## config.mk

```make
export PLATFORM = sky130hd
export DESIGN_NAME = sync_fifo_rd_ctrl
export DESIGN_NICKNAME = d
export VERILOG_FILES = /design/src/rtl/sync_fifo_pkg.sv /design/src/rtl/sync_fifo_sym_tick_gen.sv /design/src/rtl/sync_fifo_rd_ctrl.sv
export SDC_FILE = /design/constraint.sdc
export NUM_CORES = 1
export LEC_CHECK = 0
export CAP_MARGIN = 15
export CORE_ASPECT_RATIO = 0.75
export CORE_MARGIN = 2
export CORE_UTILIZATION = 57
export CTS_BUF_LIST = sky130_fd_sc_hd__clkbuf_8
export DETAILED_ROUTE_END_ITERATION = 10
export GPL_TIMING_DRIVEN = 0
export PLACE_DENSITY = 0.86
export SETUP_SLACK_MARGIN = 0.2
export SLEW_MARGIN = 20
export SYNTH_ARGS = -nofsm -noshare
export SYNTH_HDL_FRONTEND = slang
export SYNTH_SLANG_ARGS = --single-unit
```

## constraint.sdc

```tcl
create_clock -name clk -period 4.95 [get_ports clk]
set_input_delay 0.7425 -clock clk [delete_from_list [all_inputs] [get_ports clk]]
set_output_delay 0.7425 -clock clk [all_outputs]
set_load 0.02 [all_outputs]
```

## src/rtl/sync_fifo_pkg.sv

```systemverilog
// Shared constants, state encoding and gray-code helpers for the symbol FIFO read side.
package sync_fifo_pkg;

    localparam int FIFO_DEPTH = 8;
    localparam int PTR_W      = 4;
    localparam int ADDR_W     = 3;

    typedef enum logic [1:0] {
        IDLE     = 2'd0,
        PRIME    = 2'd1,
        RUN      = 2'd2,
        UNDERRUN = 2'd3
    } state_e;

    function automatic logic [PTR_W-1:0] bin2gray(input logic [PTR_W-1:0] b);
        return b ^ (b >> 1);
    endfunction

    function automatic logic [PTR_W-1:0] gray2bin(input logic [PTR_W-1:0] g);
        logic [PTR_W-1:0] b;
        b[PTR_W-1] = g[PTR_W-1];
        for (int i = PTR_W-2; i >= 0; i--) begin
            b[i] = b[i+1] ^ g[i];
        end
        return b;
    endfunction

endpackage

```

## src/rtl/sync_fifo_sym_tick_gen.sv

```systemverilog
// Symbol-rate divider: counts 0..SYM_DIV-1 while clr is low and flags the last count.
module sync_fifo_sym_tick_gen #(
    parameter int unsigned SYM_DIV = 4
) (
    input  logic clk,
    input  logic rst_n,
    input  logic clr,
    output logic tick
);

    localparam logic [7:0] LAST = 8'(SYM_DIV - 1);

    logic [7:0] r_cnt;

    assign tick = !clr && (r_cnt == LAST);

    always_ff @(posedge clk or negedge rst_n) begin
        if (!rst_n) begin
            r_cnt <= '0;
        end else if (clr || tick) begin
            r_cnt <= '0;
        end else begin
            r_cnt <= r_cnt + 8'd1;
        end
    end

endmodule

```

## src/rtl/sync_fifo_rd_ctrl.sv

```systemverilog
// Read-side controller: primes the FIFO, paces reads at the symbol rate and counts underruns.
// state | meaning: IDLE halted | PRIME waiting for fill | RUN streaming | UNDERRUN one-cycle recovery
module sync_fifo_rd_ctrl
    import sync_fifo_pkg::*;
#(
    parameter int unsigned SYM_DIV     = 4,
    parameter int unsigned PRIME_LEVEL = 4
) (
    input  logic              clk,
    input  logic              rst_n,
    input  logic              enable,
    input  logic [PTR_W-1:0]  wr_ptr_gray_sync,
    output logic [PTR_W-1:0]  rd_ptr_gray,
    output logic [ADDR_W-1:0] mem_rd_addr,
    output logic              mem_rd_en,
    output logic              sym_valid,
    output logic              empty,
    output logic [PTR_W-1:0]  fill_level,
    output logic [7:0]        underrun_cnt,
    output logic [1:0]        state
);

    localparam logic [PTR_W-1:0] PRIME_LVL = PTR_W'(PRIME_LEVEL);

    state_e             r_state;
    logic [PTR_W-1:0]   r_rd_bin;
    logic [PTR_W-1:0]   r_rd_ptr_gray;
    logic [ADDR_W-1:0]  r_mem_rd_addr;
    logic               r_mem_rd_en;
    logic               r_sym_valid;
    logic [7:0]         r_underrun_cnt;

    logic [PTR_W-1:0]   w_wr_bin;
    logic [PTR_W-1:0]   w_fill;
    logic               w_empty;
    logic               w_clr;
    logic               w_tick;

    assign w_wr_bin = gray2bin(wr_ptr_gray_sync);
    assign w_fill   = w_wr_bin - r_rd_bin;
    assign w_empty  = (w_fill == '0);
    assign w_clr    = (r_state != RUN);

    sync_fifo_sym_tick_gen #(
        .SYM_DIV (SYM_DIV)
    ) u_tick_gen (
        .clk   (clk),
        .rst_n (rst_n),
        .clr   (w_clr),
        .tick  (w_tick)
    );

    always_ff @(posedge clk or negedge rst_n) begin
        if (!rst_n) begin
            r_state        <= IDLE;
            r_rd_bin       <= '0;
            r_rd_ptr_gray  <= '0;
            r_mem_rd_addr  <= '0;
            r_mem_rd_en    <= 1'b0;
            r_sym_valid    <= 1'b0;
            r_underrun_cnt <= '0;
        end else begin
            r_mem_rd_en <= 1'b0;
            r_sym_valid <= r_mem_rd_en;
            // Dropping enable wins over everything, including a pending pop.
            if (!enable) begin
                r_state <= IDLE;
            end else begin
                case (r_state)
                    IDLE: r_state <= PRIME;
                    PRIME: begin
                        if (w_fill >= PRIME_LVL) r_state <= RUN;
                    end
                    RUN: begin
                        if (w_tick && !w_empty) begin
                            r_mem_rd_en   <= 1'b1;
                            r_mem_rd_addr <= r_rd_bin[ADDR_W-1:0];
                            r_rd_bin      <= r_rd_bin + 4'd1;
                            r_rd_ptr_gray <= bin2gray(r_rd_bin + 4'd1);
                        end else if (w_tick) begin
                            r_state <= UNDERRUN;
                            if (r_underrun_cnt != 8'hFF) r_underrun_cnt <= r_underrun_cnt + 8'd1;
                        end
                    end
                    UNDERRUN: r_state <= PRIME;
                    default:  r_state <= IDLE;
                endcase
            end
        end
    end

    assign rd_ptr_gray  = r_rd_ptr_gray;
    assign mem_rd_addr  = r_mem_rd_addr;
    assign mem_rd_en    = r_mem_rd_en;
    assign sym_valid    = r_sym_valid;
    assign empty        = w_empty;
    assign fill_level   = w_fill;
    assign underrun_cnt = r_underrun_cnt;
    assign state        = r_state;

endmodule

```

# Word-level counts from Yosys, hierarchy flattened
# Cells that the tools add are included.
[op_classes]
addsub = 4
n_mul = 0
n_div = 0
order_cmp = 1
eq_ne = 9
shift = 0
mux = 9
bitwise = 5
reduce_logical = 11
[ops]
columns = ["operator", "count"]
rows = [
  ["$add A8 B1 Y8 const B", 2],
  ["$eq A8 B2 Y1 const B", 1],
  ["$mux W2", 4],
  ["$mux W8", 1],
  ["$ne A8 B8 Y1 const B", 1],
  ["$ne A3 B3 Y1 const B", 2],
  ["$pmux W2 S3", 1],
  ["$reduce_and A3 Y1", 2],
  ["$reduce_and A5 Y1", 1],
  ["$add A4 B1 Y4 const B", 1],
  ["$eq A2 B2 Y1 const B", 2],
  ["$ge A4 B3 Y1 const B", 1],
  ["$logic_not A4 Y1", 1],
  ["$sub A4 B4 Y4", 1],
  ["$xor A4 B3 Y4", 1],
  ["$mux W1", 3],
  ["$ne A3 B2 Y1 const B", 1],
  ["$xor A1 B1 Y1", 3],
  ["$eq A2 B1 Y1 const B", 1],
  ["$logic_and A1 B1 Y1", 2],
  ["$logic_not A1 Y1", 2],
  ["$logic_not A2 Y1", 1],
  ["$ne A2 B2 Y1 const B", 1],
  ["$reduce_or A2 Y1", 1],
  ["2 further kinds", 2],
]
[word_totals]
register_bits = 31
latch_bits = 0
ram_bits = 0
mem_bits_ro = 0
inputBits = 7
out_inout_bits = 24
word_cells = 47
mem_count = 0

# Depth between registers and ports, before layout
# Gate-level depths: netlist of the first run.
[logic_depth]
word_depth = 10
depth_mapped = 11
ltp_nobuf = 10

# Hierarchy
# A second synthesis of the first run with hierarchy kept.
[hier_totals]
cells_unflattened = 147
area_unflattened_um2 = 1607.8
[modules_own_cells]
columns = ["module", "instances", "cells_per_inst", "area_per_inst_um2", "seq_area_each_um2"]
rows = [
  ["sync_fifo_rd_ctrl", 1, 108, 1226.2, 550.5],
  ["sync_fifo_sym_tick_gen", 1, 39, 381.6, 200.2],
]

# Worst setup path before layout of the first run
# Ideal clock, no wire load.
[synth_path]
path_kind = "input to output"
from = "input wr_ptr_gray_sync[3]"
to = "output empty"
arrival_ns = 2.831
t_required_ns = 4.208
slack_ns = 1.376
path_stages = 8
path_buffers = 0
cell_sequence = "xor2_1 > xnor2_1 > xor2_1 > ha_1 > fa_1 > xnor2_1 > or2_2 > nor2_1"
[synth_between]
elab_chain_len = 5
[synth_rtl]
columns = ["item", "line_no", "source"]
rows = [
  ["start: declaration", "sync_fifo_rd_ctrl.sv:12", "input logic [PTR_W-1:0] wr_ptr_gray_sync,"],
  ["$xor A1 B1 Y1 (*)", "sync_fifo_pkg.sv:23", "b[i] = b[i+1] ^ g[i];"],
  ["$xor A1 B1 Y1 (2 in a row)", "sync_fifo_pkg.sv:23", ""],
  ["$sub A4 B4 Y4 (*)", "sync_fifo_rd_ctrl.sv:40", "assign w_fill = w_wr_bin - r_rd_bin;"],
  ["via fill_level[2]", "sync_fifo_rd_ctrl.sv:18", "output logic [PTR_W-1:0] fill_level,"],
  ["$logic_not A4 Y1 (*)", "sync_fifo_rd_ctrl.sv:41", "assign w_empty = (w_fill == '0);"],
  ["end: declaration", "sync_fifo_rd_ctrl.sv:17", "output logic empty,"],
]
# The timed path passes the listed nets; every way through them passes the cells marked *.

# Worst setup path after layout of the first run
[layout_path]
from = "input wr_ptr_gray_sync[3]"
to = "output empty"
[layout_between]
elab_chain_len = 5
[layout_rtl]
columns = ["item", "line_no"]
rows = [
  ["$xor A1 B1 Y1 (3 in a row)", "sync_fifo_pkg.sv:23"],
  ["$sub A4 B4 Y4 (*)", "sync_fifo_rd_ctrl.sv:40"],
  ["$logic_not A4 Y1 (*)", "sync_fifo_rd_ctrl.sv:41"],
]
# Every way passes the cells marked *; elsewhere a longest branch is shown, timed or not.

==> metrics.md, run 1 <==
| Metric | Value |
|---|---|
| Outcome | completed |
| Clk slew on worst S/H paths | 60 ps |
| Row cnt | 16 |
| Synthesis-to-finish area growth | 27.2% |
| Die area | ~3300 µm² |
| Bufs and invs on worst path | 2 |
| Vias per cell | about 5.6 |
| Avg WL per Cell | 16.0 µm |
| Final hold vios | 0 |
| N_diodes | 0 |
| Cells along the critical path | clkdlybuf4s50_1 > xor2_1 > xnor2_2 > xor2_1 > ha_1 > fa_1 > xnor2_1 > or2_2 > nor2_1 > clkdlybuf4s50_1 |
| Static leakage | ~0.97 nW |
| CP max stage delay | slightly above 600 ps |
| Synthesized flop and latch total | 30 |
| Total track usage | 0.263 |
| Grt met3 use | 0.0493 |
| Post-DP HPWL | approximately 2500 µm |
| Worst slew pin tran | 669 ps |
| Final setup violation count | 0 |
| Slew Viols, Final | 0 |
| TritonRoute pass-1 iters | 4 |
| Largest net degree at the start of global routing | 31 |
| Hold_sp | mem_rd_en |
| Starting DRC count in detailed routing | between 70 and 80 |
| Total of fill cells in the finished design | ~180 |
| Initial Util | 0.612 |
| Final worst path period share | 0.930 |
| Vias | approximately 1200 |
| Final net count | ~200 |
| Max IR drop VDD | 0.000185 V |
| Gpl congestion | 0.857 |
| Hold Slack | between 300 and 400 ps |
| I/O Buffers | 30 |
| CTS Buffer Depth | 2 |
| Net count after synthesis | approximately 170 |
| First-pass GRT wire length | ~6400 µm |
| CP max-delay cell | clkdlybuf4s50_1 |
| Reg2reg start | r_rd_bin[0] |
| Worst EP required | between 4000 and 5000 ps |
| DRT antenna net count | 0 |
| Syn Area/Cell | about 11 µm² |
| Cells after Synth | 150 |
| Setup bufs post-CTS | 0 |
| Commonest non-fill, non-tap cells in the layout | dfrtp_1, clkdlybuf4s50_1, nor2_1, xor2_1 |
| Cell family with most CP delay | buffers and inverters |
| Total negative slack | 0 ps |
| Sequential element share of the synthesized area | 0.461 |
| Layout cells sized above 1 | 0.149 |
| Asr flop ratio synth | 1.00 |
| Vias in the first global route | about 1300 |
| Post-synth EDFFs | 0 |
| Synthesized area | 1630 µm² |
| Distinct cell type count after synthesis | 35 |
| Worst-Skew Late Latency | about 290 ps |
| CP Data Arrival Time | approximately 3900 ps |
| Commonest non-fill, non-tap cell in the layout | dfrtp_1 |
| Hold Path Class | reg2reg |
| CP startpoint kind | input port |
| Clock Root Buffer | clkbuf_8 |
| Initial antenna violation count | 0 |
| Remaining DRCs | 0 |
| Worst-path fanout max | 5 |
| Die X | roughly 66 µm |
| Main synth FF type | dfrtp_1 |
| Met2 Usage GRT | 0.439 |
| Total gr overflow | 0 |
| Grt met1 use | 0.338 |
| TritonCTS buffer count | 5 |
| Fin util | 0.778 |
| Final Skew | roughly 4.9 ps |
| Max_slew headroom | 0.554 |
| Worst Setup SP | wr_ptr_gray_sync[3] |
| Most used routing layer | met2 |
| CTS tree | done |
| H-tree Lvls | 2 |
| Max-Cap Viols | 0 |
| CP Capture Type | output pin |
| Core area | 2660 µm² |
| # hold bufs at CTS | 0 |
| Routed WL | 3570 µm |
| # clock sinks | 30 |
| Ratio of total power to cell area | 303 nW/µm² |
| Setup Crit Path Kind | in2out |
| # IOs | 31 |
| Min Tclk post-route | between 4000 and 5000 ps |
| Die Y-Extent | 50.3 µm |
| YS warnings | 0 |
| RSZ-0062 raised after global routing | no |
| Achievable frequency | ~0.22 GHz |
[area by class of cell]
class / instances / area (µm²) / area share
Inverter: 11 / 41.3 / 0.0199
Multi-Input combinational cell: 107 / 826 / 0.399
Buffer: 2 / 18.8 / 0.00906
Tap cell: 36 / 45.0 / 0.0217
Clock inverter: 2 / 12.5 / 0.00604
Clock buffer: 6 / 82.6 / 0.0399
Sequential cell: 30 / 751 / 0.362
Timing Repair Buffer: 30 / 295 / 0.143
[report_power, final]
part           leakage, nW  switching (mW)  internal (mW)
sequential           0.407          0.0128          0.256
combinational        0.520          0.0850         0.0661
clock               0.0472          0.0955          0.111
[stage by stage]
| stage | power [mW] | cell area [µm²] | instances | setup WS (ps) |
|---|---|---|---|---|
| global placement | 0.414 | 1970 | 216 | 463 |
| finish | 0.627 | 2070 | 224 | 348 |
| global route | 0.661 | 2070 | 224 | 189 |
| floorplan | 0.362 | 1630 | 150 | 1380 |
| detailed placement | 0.421 | 1970 | 216 | 375 |
| CTS | 0.628 | 2060 | 224 | 345 |
[cells in the mapped netlist (all sizes together) (2+ instances only)]
cell type	instances	area [µm²]
o21ai	4	20.0
ha	9	113
xor2	15	131
or2	2	12.5
nand2	8	30.0
nand3	7	35.0
mux2	7	78.8
nor3	4	30.0
buf	2	18.8
nand4	3	25.0
nor2	16	60.1
and3	2	12.5
a21oi	2	10.0
a32o	2	20.0
dfrtp	30	751
inv	11	41.3
xnor2	12	105
[logic make-up after synthesis]
kind of cell               after synthesis  share of synthesized area
AOI/OAI and AO/OA                       14                     0.0630
xor gates and xnor gates                27                      0.145
adders and majority gates               10                     0.0814
buffers and inverters                   13                     0.0369
DFF                                     30                      0.461
muxes                                    7                     0.0484
and+or+nand+nor                         49                      0.164
[layer usage]
| metal | vias up | routed length (µm) | part of all wire |
|---|---|---|---|
| met4 | 0 | 104 | 0.029 |
| met1 | 607 | 1540 | 0.43 |
| met3 | 14 | 182 | 0.051 |
| li1 | 584 | - | - |
| met2 | 42 | 1750 | 0.49 |
| met5 | - | 0 | 0 |
[worst paths after layout]
kind	cells after the start	to	slack [ps]
worst max-delay path	10	empty	350
worst min-delay path	0	sym_valid	390
worst max register to register	7	rd_ptr_gray[2]	2310
worst min register to register	0	sym_valid	390
max in group asynchronous	1	u_tick_gen.r_cnt[1]	4030
min in group asynchronous	1	sym_valid	490
[sequential cells by signal, indices dropped and copies added, names as in the netlist]
| signal | cells |
|---|---|
| sym_valid | 1 |
| rd_ptr_gray | 3 |
| u_tick_gen.r_cnt | 8 |
| mem_rd_addr | 3 |
| underrun_cnt | 8 |
| state | 2 |
| mem_rd_en | 1 |
| r_rd_bin | 4 |
[repair_timing]
action / in CTS / in global routing
setup endpoints to repair: 0 / 1
gates resized for setup: 0 / 1
endpoints found under the hold margin: 0 / 0
Note: power is estimated with default switching activity, not from simulation.
==> run 2: changes to the inputs <==
Settings changed: CORE_MARGIN 2 to default, SKIP_CTS_REPAIR_TIMING from default to 1.
==> metrics.md, run 2 (synthesized netlist as in run 1, its figures left out) <==
| Metric | Value |
|---|---|
| Outcome | completed |
| Achievable frequency | roughly 0.22 GHz |
| Avg WL per Cell | about 14 µm |
| Initial antenna violation count | 0 |
| Met2 Usage GRT | 0.346 |
| Fin util | 0.777 |
| Layout cells sized above 1 | 0.144 |
| Gpl congestion | 0.840 |
| Commonest non-fill, non-tap cells in the layout | dfrtp_1, clkdlybuf4s50_1, nor2_1, xor2_1, inv_1 |
| Routed WL | around 3200 µm |
| Final worst path period share | 0.920 |
| Static leakage | 0.978 nW |
| Synthesis-to-finish area growth | 27.0% |
| First-pass GRT wire length | 5530 µm |
| Switch share | 0.299 |
| Placed cell count | ~220 |
| Total track usage | 0.241 |
| CTS Buffer Depth | 2 |
| Internal power | approximately 430 µW |
| Remaining DRCs | 0 |
| Min Tclk post-route | roughly 4600 ps |
| CP max-delay cell | clkdlybuf4s50_1 |
| Clk slew on worst S/H paths | roughly 60 ps |
| Cell family with most CP delay | buffers and inverters |
| Part of the power in registers | 0.437 |
| CP max stage delay | about 610 ps |
| H-tree Lvls | 2 |
| Most used routing layer | met2 |
| Final setup violation count | 0 |
| Total gr overflow | 0 |
| Bufs and invs on worst path | 2 |
| Clock share of power | 0.318 |
| # IOs | 31 |
| Ratio of total power to cell area | 298 nW/µm² |
| Initial Util | 0.612 |
| Vias in the first global route | 1178 |
| Clock Root Buffer | clkbuf_8 |
| Final net count | between 200 and 250 |
| Worst-path fanout max | 5 |
| CP startpoint kind | input port |
| Starting DRC count in detailed routing | 75 |
| Max_slew headroom | 0.563 |
| Total of fill cells in the finished design | 164 |
| Final hold vios | 0 |
| Die area | 3080 µm² |
| Setup Crit Path Kind | in2out |
| Die Y-Extent | 48.3 µm |
| Post-DP HPWL | 2360 µm |
| TritonCTS buffer count | 5 |
| Crit path depth | 10 |
| I/O Buffers | 30 |
| Row cnt | 16 |
| Worst-Skew Late Latency | approximately 280 ps |
| N_diodes | 0 |
| Core area | approximately 2700 µm² |
| Hold Slack | between 300 and 400 ps |
| TritonRoute pass-1 iters | 4 |
| Hold path cells | 0 |
| CP Capture Type | output pin |
| Final Skew | 12.0 ps |
| Reg2reg path depth | 6 |
| Worst slew pin tran | about 650 ps |
| Vias | ~1200 |
| Total negative slack | 0 ps |
| Slew Viols, Final | 0 |
| Max IR drop VDD | about 0.0002 V |
| Combinational power share | 0.245 |
| CTS tree | done |
| Net Sw Power | approximately 180 µW |
| DRT antenna net count | 0 |
| Worst EP required | 4210 ps |
| Hold Path Class | reg2reg |
| RSZ-0062 raised after global routing | no |
| Cells along the critical path | clkdlybuf4s50_1 > xor2_1 > xnor2_2 > xor2_1 > ha_1 > fa_1 > xnor2_1 > or2_2 > nor2_1 > clkdlybuf4s50_1 |
| Multi-input gate area | between 800 and 900 µm² |
| CP Data Arrival Time | 3810 ps |
| Grt met1 use | 0.340 |
| Vias per cell | between 5 and 6 |
| Grt met3 use | 0.0896 |
| Commonest non-fill, non-tap cell in the layout | dfrtp_1 |
| Die X | between 60 and 70 µm |
| # clock sinks | 30 |
| Reg area | roughly 750 µm² |
| Final non-filler cell total | between 200 and 250 |
| Largest net degree at the start of global routing | 31 |
| Max-Cap Viols | 0 |
==> run 2: metal layers <==
metal  routed length (µm)  vias up
li1                     -      587
met1                 1510      583
met2                 1490       45
met3                  185        6
met4                   39        0
met5                    0        -
==> run 2: power by group through the flow <==
| stage | Sequential [mW] | Clock [mW] | Combinational [mW] |
|---|---|---|---|
| 2_1_floorplan | 0.281 | 0 | 0.0806 |
| 3_5_place_dp | 0.274 | 0 | 0.148 |
| 3_3_place_gp | 0.272 | 0 | 0.141 |
| 5_1_grt | 0.271 | 0.211 | 0.166 |
| 6_report | 0.269 | 0.196 | 0.151 |
| 4_1_cts | 0.270 | 0.202 | 0.149 |
==> run 2: layout make-up <==
type | count | area share
Clock buffer | 6 | 0.0399
Tap cell | 36 | 0.0218
Buffer | 2 | 0.00907
Clock inverter | 2 | 0.00423
Sequential cell | 30 | 0.363
Inverter | 11 | 0.0200
Timing Repair Buffer | 30 | 0.143
Multi-Input combinational cell | 107 | 0.399
==> run 2: metrics by stage <==
stage               setup WS [ps]  total power [mW]  instance area [µm²]
global route                  236             0.648                 2070
floorplan                    1380             0.362                 1630
CTS                           364             0.621                 2060
detailed placement            381             0.423                 1970
finish                        397             0.616                 2070
global placement              455             0.414                 1970
==> run 2: worst reg2reg max path, stage by stage, from the launching register on <==
cell,delay [ps]
dfrtp_1,480
ha_1,280
fa_1,380
xnor2_1,400
nor4_1,140
o211ai_2,430
mux2_2,390
==> run 2: final timing paths <==
kind	from	to	slack, ps
worst min-delay path	mem_rd_en	sym_valid	390
min in group asynchronous	rst_n	underrun_cnt[2]	490
worst max register to register	r_rd_bin[0]	underrun_cnt[1]	2330
max in group asynchronous	rst_n	mem_rd_addr[2]	4030
worst min register to register	mem_rd_en	sym_valid	390
worst max-delay path	wr_ptr_gray_sync[3]	empty	400
==> run 3: changes to the inputs <==
Settings changed: SLEW_MARGIN 20 to default.
==> metrics.md, run 3 (synthesized netlist as in run 1, its figures left out) <==
| Metric | Value |
|---|---|
| Remaining DRCs | 0 |
| Net Sw Power | around 190 µW |
| Post-place instance area | roughly 2000 µm² |
| Total track usage | 0.260 |
| Setup Crit Path Kind | in2out |
| Worst EP required | between 4000 and 5000 ps |
| Placed cell count | 217 |
| Die Y-Extent | between 40 and 50 µm |
| CTS tree | done |
| Routed length on met1 | about 1600 µm |
| Outcome | completed |
| Commonest non-fill, non-tap cells in the layout | clkdlybuf4s50_1, dfrtp_1, nor2_1, xor2_1 |
| Max IR drop VDD | ~0.00025 V |
| # IOs | 31 |
| Avg WL per Cell | between 15 and 20 µm |
| Largest net degree at the start of global routing | 22 |
| Static leakage | around 1.0 nW |
| Clock share of power | 0.367 |
| Clk slew on worst S/H paths | about 60 ps |
| Starting DRC count in detailed routing | 62 |
| Vias | about 1200 |
| Part of the power in registers | 0.399 |
| Total negative slack | 0 ps |
| CP Data Arrival Time | about 3800 ps |
| Die area | between 3000 and 4000 µm² |
| Vias per cell | between 5 and 6 |
| Switch share | 0.281 |
| Post-DP HPWL | 2450 µm |
| Row cnt | 16 |
| Final cell area excluding filler cells | about 2100 µm² |
| Initial Util | 0.612 |
| Final worst path period share | 0.922 |
| Fin util | 0.800 |
| TritonCTS buffer count | 5 |
| Core area | between 2000 and 3000 µm² |
| Initial antenna violation count | 0 |
| Min Tclk post-route | ~4600 ps |
| Worst-Skew Late Latency | slightly below 300 ps |
| Met3 wire length | ~240 µm |
| I/O Buffers | 30 |
| TritonRoute pass-1 iters | 4 |
| Final Skew | around 11 ps |
| Max_slew headroom | 0.577 |
| First-pass GRT wire length | between 5000 and 6000 µm |
| CP startpoint kind | input port |
| Final hold vios | 0 |
| Max-Cap Viols | 0 |
| Gpl congestion | ~0.84 |
| Final non-filler cell total | 224 |
| Total gr overflow | 0 |
| Ratio of total power to cell area | 318 nW/µm² |
| RSZ-0062 raised after global routing | no |
| Final Worst Setup Slack | just under 400 ps |
| Highest Signal Layer | met4 |
| Final setup violation count | 0 |
| Combinational power share | 0.235 |
| Internal power | slightly below 500 µW |
| Worst slew pin tran | approximately 630 ps |
| Slew Viols, Final | 0 |
| Met2 wire length | between 1500 and 2000 µm |
| Clock Root Buffer | clkbuf_8 |
| Vias in the first global route | 1190 |
| Synthesis-to-finish area growth | 30.7% |
| Final net count | between 200 and 250 |
| Layout cells sized above 1 | 0.149 |
| Achievable frequency | between 0.2 and 0.25 GHz |
| Die X | 63.7 µm |
| CP Capture Type | output pin |
| Worst-path fanout max | 5 |
| H-tree Lvls | 2 |
| # clock sinks | 30 |
| Hold Path Class | reg2reg |
| N_diodes | 0 |
| Worst slack, placed | between 300 and 400 ps |
| CTS Buffer Depth | 2 |
| DRT antenna net count | 0 |
| Routed WL | approximately 3500 µm |
[run 3: cell count changes in the layout (fill, tap and decap cells not counted), sizes merged]
cell / previous run / this run
clkinv: 1 / 0
clkdlybuf4s50: 29 / 30
inv: 12 / 11
bufinv: 0 / 1
[run 3: power groups by stage]
| stage | clock network (mW) | logic (mW) | registers, mW |
|---|---|---|---|
| 6_report | 0.248 | 0.159 | 0.270 |
| 5_1_grt | 0.263 | 0.173 | 0.271 |
| 4_1_cts | 0.252 | 0.155 | 0.270 |
| 3_5_place_dp | 0 | 0.152 | 0.274 |
| 3_3_place_gp | 0 | 0.141 | 0.272 |
| 2_1_floorplan | 0 | 0.0806 | 0.281 |
[run 3: final timing paths]
kind,startpoint,endpoint,slack [ps],cells after the start
worst max-delay path,wr_ptr_gray_sync[3],empty,380,10
worst min-delay path,mem_rd_en,sym_valid,380,0
worst max register to register,r_rd_bin[0],underrun_cnt[1],2260,6
worst min register to register,mem_rd_en,sym_valid,380,0
max in group asynchronous,rst_n,rd_ptr_gray[1],3620,2
min in group asynchronous,rst_n,r_rd_bin[3],830,1
[run 3: critical path, cell delays in order]
cell             delay (ps)
clkdlybuf4s50_1         510
xor2_2                  240
xnor2_2                 260
xor2_1                  120
ha_1                    240
fa_1                    390
xnor2_1                 220
or2_2                   360
nor2_1                  120
clkdlybuf4s50_1         610
[run 3: cell type report]
| cell class | count | area (µm²) |
|---|---|---|
| inverters | 11 | 41.3 |
| repair buffers | 31 | 328 |
| clock inverters | 1 | 30.0 |
| well taps | 36 | 45.0 |
| fillers | 154 | 533 |
| plain buffers | 2 | 18.8 |
| multi-input cells | 107 | 833 |
| flip-flops and latches | 30 | 751 |
| clock buffers | 6 | 82.6 |
[run 3: per-stage QoR]
stage               power, mW  hold slack, ps
floorplan               0.362             447
global placement        0.414             355
detailed placement      0.426             370
CTS                     0.677             385
global route            0.706             398
finish                  0.676             383
[run 3: routing by layer]
layer | up-vias | track usage
met5 | - | 0
met4 | 0 | 0.121
met3 | 13 | 0.0802
met2 | 56 | 0.374
met1 | 583 | 0.359
li1 | 587 | -
